**src/rtl/exibidor_jogadas.sv**
```systemverilog
// Sequence presenter for the memory game: shows stored jogadas 0..limite on the
// LEDs, each lit for TEMPO_ACESO cycles followed by a TEMPO_APAGADO blank gap.
module exibidor_jogadas #(
  parameter int TEMPO_ACESO   = 500,
  parameter int TEMPO_APAGADO = 250,
  parameter int ADDR_W        = 4
) (
  input  logic              clock,
  input  logic              reset,
  input  logic              iniciar,
  input  logic [ADDR_W-1:0] limite,
  input  logic [3:0]        dado,
  output logic [ADDR_W-1:0] endereco,
  output logic [3:0]        leds,
  output logic              exibindo,
  output logic              fim
);

  localparam int TMAX = (TEMPO_ACESO > TEMPO_APAGADO) ? TEMPO_ACESO : TEMPO_APAGADO;
  localparam int TW   = (TMAX > 1) ? $clog2(TMAX) : 1;
  localparam logic [TW-1:0] ULTIMO_ACESO   = TW'(TEMPO_ACESO - 1);
  localparam logic [TW-1:0] ULTIMO_APAGADO = TW'(TEMPO_APAGADO - 1);

  typedef enum logic [2:0] {OCIOSO, CARREGA, ACESO, APAGADO, FIM} estado_t;

  estado_t           estado, estado_n;
  logic [TW-1:0]     timer, timer_n;
  logic [ADDR_W-1:0] lim_reg, lim_reg_n;
  logic [ADDR_W-1:0] endereco_n;
  logic [3:0]        leds_n;
  logic              exibindo_n, fim_n;

  always_ff @(posedge clock) begin
    if (reset) begin
      estado   <= OCIOSO;
      timer    <= '0;
      endereco <= '0;
      leds     <= '0;
      exibindo <= 1'b0;
      fim      <= 1'b0;
    end else begin
      estado   <= estado_n;
      timer    <= timer_n;
      endereco <= endereco_n;
      leds     <= leds_n;
      exibindo <= exibindo_n;
      fim      <= fim_n;
    end
  end

  // The round limit is latched only at start, so it needs no reset value.
  always_ff @(posedge clock) begin
    lim_reg <= lim_reg_n;
  end

  always_comb begin
    estado_n   = estado;
    timer_n    = timer;
    lim_reg_n  = lim_reg;
    endereco_n = endereco;
    leds_n     = leds;
    exibindo_n = exibindo;
    fim_n      = fim;
    case (estado)
      OCIOSO: begin
        if (iniciar) begin
          lim_reg_n  = limite;
          endereco_n = '0;
          timer_n    = '0;
          exibindo_n = 1'b1;
          estado_n   = CARREGA;
        end
      end
      CARREGA: begin
        leds_n   = dado;
        timer_n  = '0;
        estado_n = ACESO;
      end
      ACESO: begin
        timer_n = timer + 1'b1;
        if (timer == ULTIMO_ACESO) begin
          leds_n   = '0;
          timer_n  = '0;
          estado_n = APAGADO;
        end
      end
      APAGADO: begin
        timer_n = timer + 1'b1;
        if (timer == ULTIMO_APAGADO) begin
          if (endereco == lim_reg) begin
            exibindo_n = 1'b0;
            fim_n      = 1'b1;
            estado_n   = FIM;
          end else begin
            endereco_n = endereco + 1'b1;
            estado_n   = CARREGA;
          end
        end
      end
      FIM: begin
        fim_n    = 1'b0;
        estado_n = OCIOSO;
      end
      default: estado_n = OCIOSO;
    endcase
  end

endmodule
```
**config.mk**
```make
export PLATFORM = sky130hd
export DESIGN_NAME = exibidor_jogadas
export DESIGN_NICKNAME = d
export VERILOG_FILES = /design/src/rtl/exibidor_jogadas.sv
export SDC_FILE = /design/constraint.sdc
export NUM_CORES = 1
export LEC_CHECK = 0
export ABC_AREA = 1
export CAP_MARGIN = 20
export CORE_ASPECT_RATIO = 1.75
export CORE_MARGIN = 10
export CORE_UTILIZATION = 50
export CTS_BUF_LIST = sky130_fd_sc_hd__clkbuf_8
export DETAILED_ROUTE_END_ITERATION = 10
export GPL_TIMING_DRIVEN = 0
export PLACE_DENSITY_LB_ADDON = 0.15
export SLEW_MARGIN = 20
export SYNTH_ARGS = -nofsm -noshare
export SYNTH_HDL_FRONTEND = slang
export SYNTH_SLANG_ARGS = --single-unit
```
**constraint.sdc**
```tcl
create_clock -name clock -period 1.8 [get_ports clock]
set_input_delay 0.36 -clock clock [delete_from_list [all_inputs] [get_ports clock]]
set_output_delay 0.36 -clock clock [all_outputs]
set_load 0.03 [all_outputs]
```
== After elaboration in Yosys (flattened, before gate mapping) ==
Index checks and enable logic that the tools add are counted.

* Eq/ne operators: 12
* Reduce and logical (&&, ||, !) cells: 12
* Magnitude comparators: 0
* Divide/modulo/power cells: 0
* Mux-type cells: 21
* Multipliers: 0
* $add $sub $neg: 2
* Bitwise gates (word level): 0
* Shift operators: 0

{| class="wikitable"
|+ Operators by type and width
! operator !! number
|-
| 9-bit one-hot mux with 4 select lines || 1
|-
| 9-bit 2-to-1 mux || 2
|-
| 4-bit 2-to-1 mux || 4
|-
| 4-bit one-hot mux with 2 select lines || 2
|-
| 3-bit 2-to-1 mux || 4
|-
| 3-bit one-hot mux with 4 select lines || 1
|-
| 2-bit != test, second input constant || 5
|-
| 9-bit by 1-bit adder with 9-bit output, second input constant || 1
|-
| 9-bit by 8-bit == test with 1-bit output, second input constant || 1
|-
| 9-bit == test, second input constant || 1
|-
| 4-bit AND reduction || 2
|-
| 3-bit by 2-bit == test with 1-bit output, second input constant || 2
|-
| 2-bit AND reduction || 3
|-
| 3-bit AND reduction || 2
|-
| 2-bit nonzero test || 3
|-
| 1-bit 2-to-1 mux || 5
|-
| 4-bit by 1-bit adder with 4-bit output, second input constant || 1
|-
| 4-bit == test || 1
|-
| 1-bit one-hot mux with 2 select lines || 2
|-
| 4-bit nonzero test || 1
|-
| 3-bit by 1-bit == test with 1-bit output, second input constant || 1
|-
| 3-bit == test, second input constant || 1
|-
| 3-bit zero test || 1
|}

* Output and inout bits: 10
* Memories: 0
* Latch bits: 0
* Memory bits (read-only): 0
* Bits in writable memories: 0
* Word-level logic and storage cells: 54
* Input port bits: 11
* Register bits after elaboration: 26

== Logic depth before layout (Yosys ltp) ==
* Word-level depth: 4
* Mapped depth: 10
* Gate-level depth less buffers: 10

== Worst setup path after synthesis ==
No wires, ideal clock.

* Path kind: register to register
* Start: register timer[0]
* End: register timer[5]
* Clock period less this slack: 1.422 ns
* Stages on the path, launching flop included: 11
* Buffers on the path: 0
* Slack: 0.378 ns
* Arrival: 1.313 ns
* Library setup time: 0.109 ns
* Required time: 1.691 ns
* Cell sequence: dfxtp_1 ha_1 inv_1 nor3_1 nand3_1 nand2_1 nand2_1 o21ai_4 inv_2 nand2_1 inv_1

* Word-level cells in the longest chain between the ends: 3
* Elaborated cells between the ends (all ways): 4
* Those cells by class: 1 x add/sub; 1 x eq/ne; 2 x mux

{| class="wikitable"
|+ Ends and longest elaborated chain
! what !! RTL line !! RTL
|-
| start, declared || 27 || <nowiki>logic [TW-1:0] timer, timer_n;</nowiki>
|-
| start signal, assigned || 43 || <nowiki>timer <= timer_n;</nowiki>
|-
| 9-bit by 1-bit adder with 9-bit output / 9-bit == test (equally long branches) || 80, 88, 81 ||
|-
| 9-bit 2-to-1 mux || 81 || <nowiki>if (timer == ULTIMO_ACESO) begin</nowiki>
|-
| 9-bit one-hot mux with 4 select lines * || 64 || <nowiki>case (estado)</nowiki>
|}

Mark *: on every way between the ends. The rest lies on a longest branch, timed or not.
A chain may end at the register's enable or synchronous reset.

== Worst setup path after layout ==
* Start: register leds[3]
* End: output port leds[3]

{| class="wikitable"
|+ RTL lines
! what !! RTL line !! RTL
|-
| start, declared || 14 || <nowiki>output logic [3:0] leds,</nowiki>
|-
| start signal, assigned || 45 || <nowiki>leds <= leds_n;</nowiki>
|}

No word-level cell between the ends.

==> impl_metrics.ini <==
[synthesis]
postSynth.asyncResetShare = 0
avgSynthCellArea_um2 = 7.03
yosys_register_bits = 26
syn_area_um2 = 1310
synth_warnings = 0
synth_edf_count = 4
synth_nets = 201
synth_cell_types = 23
seq_area_frac_synth = 0.427
synth_top_flop_cell = dfxtp_1
synth_cells = 187

[sta]
rsz0062_at_grt = no
clock.fmax_mhz = 604
finalSetupViolCount = 0
max_slew_margin = 0.642
tns_ns = 0
post-route-min-period_ns = 1.66
maxSlewViolCount = 0
worstMarginPinSlew_ns = 0.533
post-route-period-util = 0.920
finalClockSkew_ns = 0.00427
finalWorstSetupSlack_ns = 0.145
hold_violations = 0

[worst_setup_path]
crit_chain = clkdlybuf4s50_1
path_max_fanout = 2
critical_path.endpoint_type = output port
slowest_delay_ns = 0.68
worstReg2RegStart = timer[0]
cp.depth = 1
slowest_stage = clkdlybuf4s50_1
worst_setup_path_start_kind = flop
r2r-end = timer[5]
r2r_slack_ns = 0.20
cp_top_family = buffers and inverters
cp_num_buf_inv = 1
path_class = reg -> out
arrival_ns = 1.30
rr_worst_depth = 10
required_ns = 1.44

[run_status]
status = complete, no violations

[clock_network]
clock_sinks = 26
clk_path_buf_depth = 2
cts_tree = yes
htreeDepth = 1
post_cts_buffers = 0
numCtsBuffers = 3
cts-root-buf = clkbuf_8
ctsHoldBuffers = 0
path_clk_slew_ns = 0.08
insertion_delay_ns = 0.26

[power]
max-vdd-ir-drop_mv = 0.892
p_per_area_nw_per_um2 = 1120
p_total_mw = 1.81
leakagePower_nw = 0.744

[place]
dp_hpwl_um = 2260
gp_congestion = 0.858
portBuffers = 20
dpl_worst_slack_ns = 0.0368
dp.cells = 233

[layout]
nets = 226
final_cells = 237
ff_latch_area_um2 = 563
largest-register = timer
n_antenna_cell = 0
multi_input_area_um2 = 639
largest_reg_flops = 9
area_growth_pct = 23.3
drive_gt1_frac = 0.0900
fillers = 229

[grt]
grt_pass1_wl_um = 4910
grt_overflow_total = 0
grt_pass1_vias = 1230
grt_max_degree = 15
grt.total_usage = 0.114
antenna_found_initial = 0

[routing]
finalWirelength_um = 2770
postRouteAntennaNets = 0
drt_pre_antenna_iters = 4
drtIter0Drc = 22
viasPerCell = 5.03
routedWlPerCell_um = 11.7
routed-via-count = 1193
drc_errors = 0

[floorplan]
die_w_um = 58.8
start_util = 0.527
io_pins = 21
fp-row-count = 24
core-area_um2 = 2490
die_h_um = 87.8
die_area_um2 = 5160

[min_path]
worstHoldPathType = reg -> reg
whs_endpoint = exibindo
hold_path_depth = 2
holdCritStartpoint = exibindo

[run]
cap_viol_max_count = 0
[worst max path at each step]
stage,startpoint,end,slack [ns]
after global placement,iniciar,timer[5],0.03
after floorplan,timer[0],timer[5],0.38
final,leds[3],leds[3],0.14
after global routing,timer[0],timer[5],0.01
after detailed placement,iniciar,timer[3],0.04
after CTS,endereco[1],endereco[1],0.02
[per-stage QoR]
| stage | util | instance area [µm²] | hold slack [ns] |
|---|---|---|---|
| floorplan | - | 1310 | 0.437 |
| detailed placement | 0.620 | 1550 | 0.457 |
| global route | 0.650 | 1620 | 0.477 |
| CTS | 0.642 | 1600 | 0.469 |
| finish | 0.650 | 1620 | 0.467 |
| global placement | 0.620 | 1550 | 0.451 |
[cell type report]
cell class,count,area share
multi-input cells,128,0.395
clock buffers,4,0.0340
well taps,26,0.0201
inverters,32,0.0741
repair buffers,20,0.127
plain buffers,1,0.00232
flip-flops and latches,26,0.347
[worst min-delay path: cells and delay by family (launching register included)]
| kind | cells | cell delay, ns |
|---|---|---|
| simple gates | 1 | 0.06 |
| compound gates | 1 | 0.05 |
| flops | 1 | 0.32 |
[cell usage after synthesis (3+ instances only)]
cell       n  area, µm²
nand3_1   12       60.1
nor3_1     5       25.0
nand2_1   48        180
nand3_2    3       30.0
edfxtp_1   4        120
dfxtp_1   22        440
o21ai_0    7       35.0
inv_2      4       15.0
xor2_1     4       35.0
ha_1       3       37.5
a21oi_1   10       50.1
nor2_1    27        101
inv_1     28        105
[cells by family (layout without fill, tap and decap cells)]
| logic type | count (synthesis) | in the layout | synth area share |
|---|---|---|---|
| adders and majority gates | 3 | 3 | 0.0286 |
| AOI/OAI and AO/OA | 21 | 21 | 0.0914 |
| and+or+nand+nor | 99 | 99 | 0.326 |
| DFF | 26 | 26 | 0.427 |
| xor gates and xnor gates | 5 | 5 | 0.0333 |
| buffers and inverters | 33 | 57 | 0.0943 |
[layer usage]
metal,share of wire,vias up,GRT usage
met5,0,-,0
met4,0.025,0,0.0461
met3,0.053,8,0.0333
met2,0.55,19,0.220
met1,0.37,537,0.105
li1,-,629,-
[power breakdown]
group	switching, mW	internal [mW]
combinational	0.436	0.241
clock	0.170	0.195
sequential	0.0730	0.694
total	0.679	1.13
[layout by cell type, fill, tap and decap left out, types with 2 or more instances in the layout]
cell type and instances:
ha_1 2, nand2_1 47, clkdlybuf4s50_1 16, o21ai_0 7, inv_1 28, dfxtp_1 20, nand3_2 3, a21oi_1 10
xor2_1 4, nor3_1 4, nor2_1 27, edfxtp_1 4, nand3_1 12, dfxtp_2 2, clkbuf_8 4, dlymetal6s2s_1 3
inv_2 4
[repair_timing]
| action | 4_1_cts | 5_1_grt |
|---|---|---|
| endpoints found under the setup margin | 1 | 12 |
| resized for setup | 1 | 8 |
| pin swaps | 0 | 2 |
Note: power is estimated with default switching activity, not from simulation.
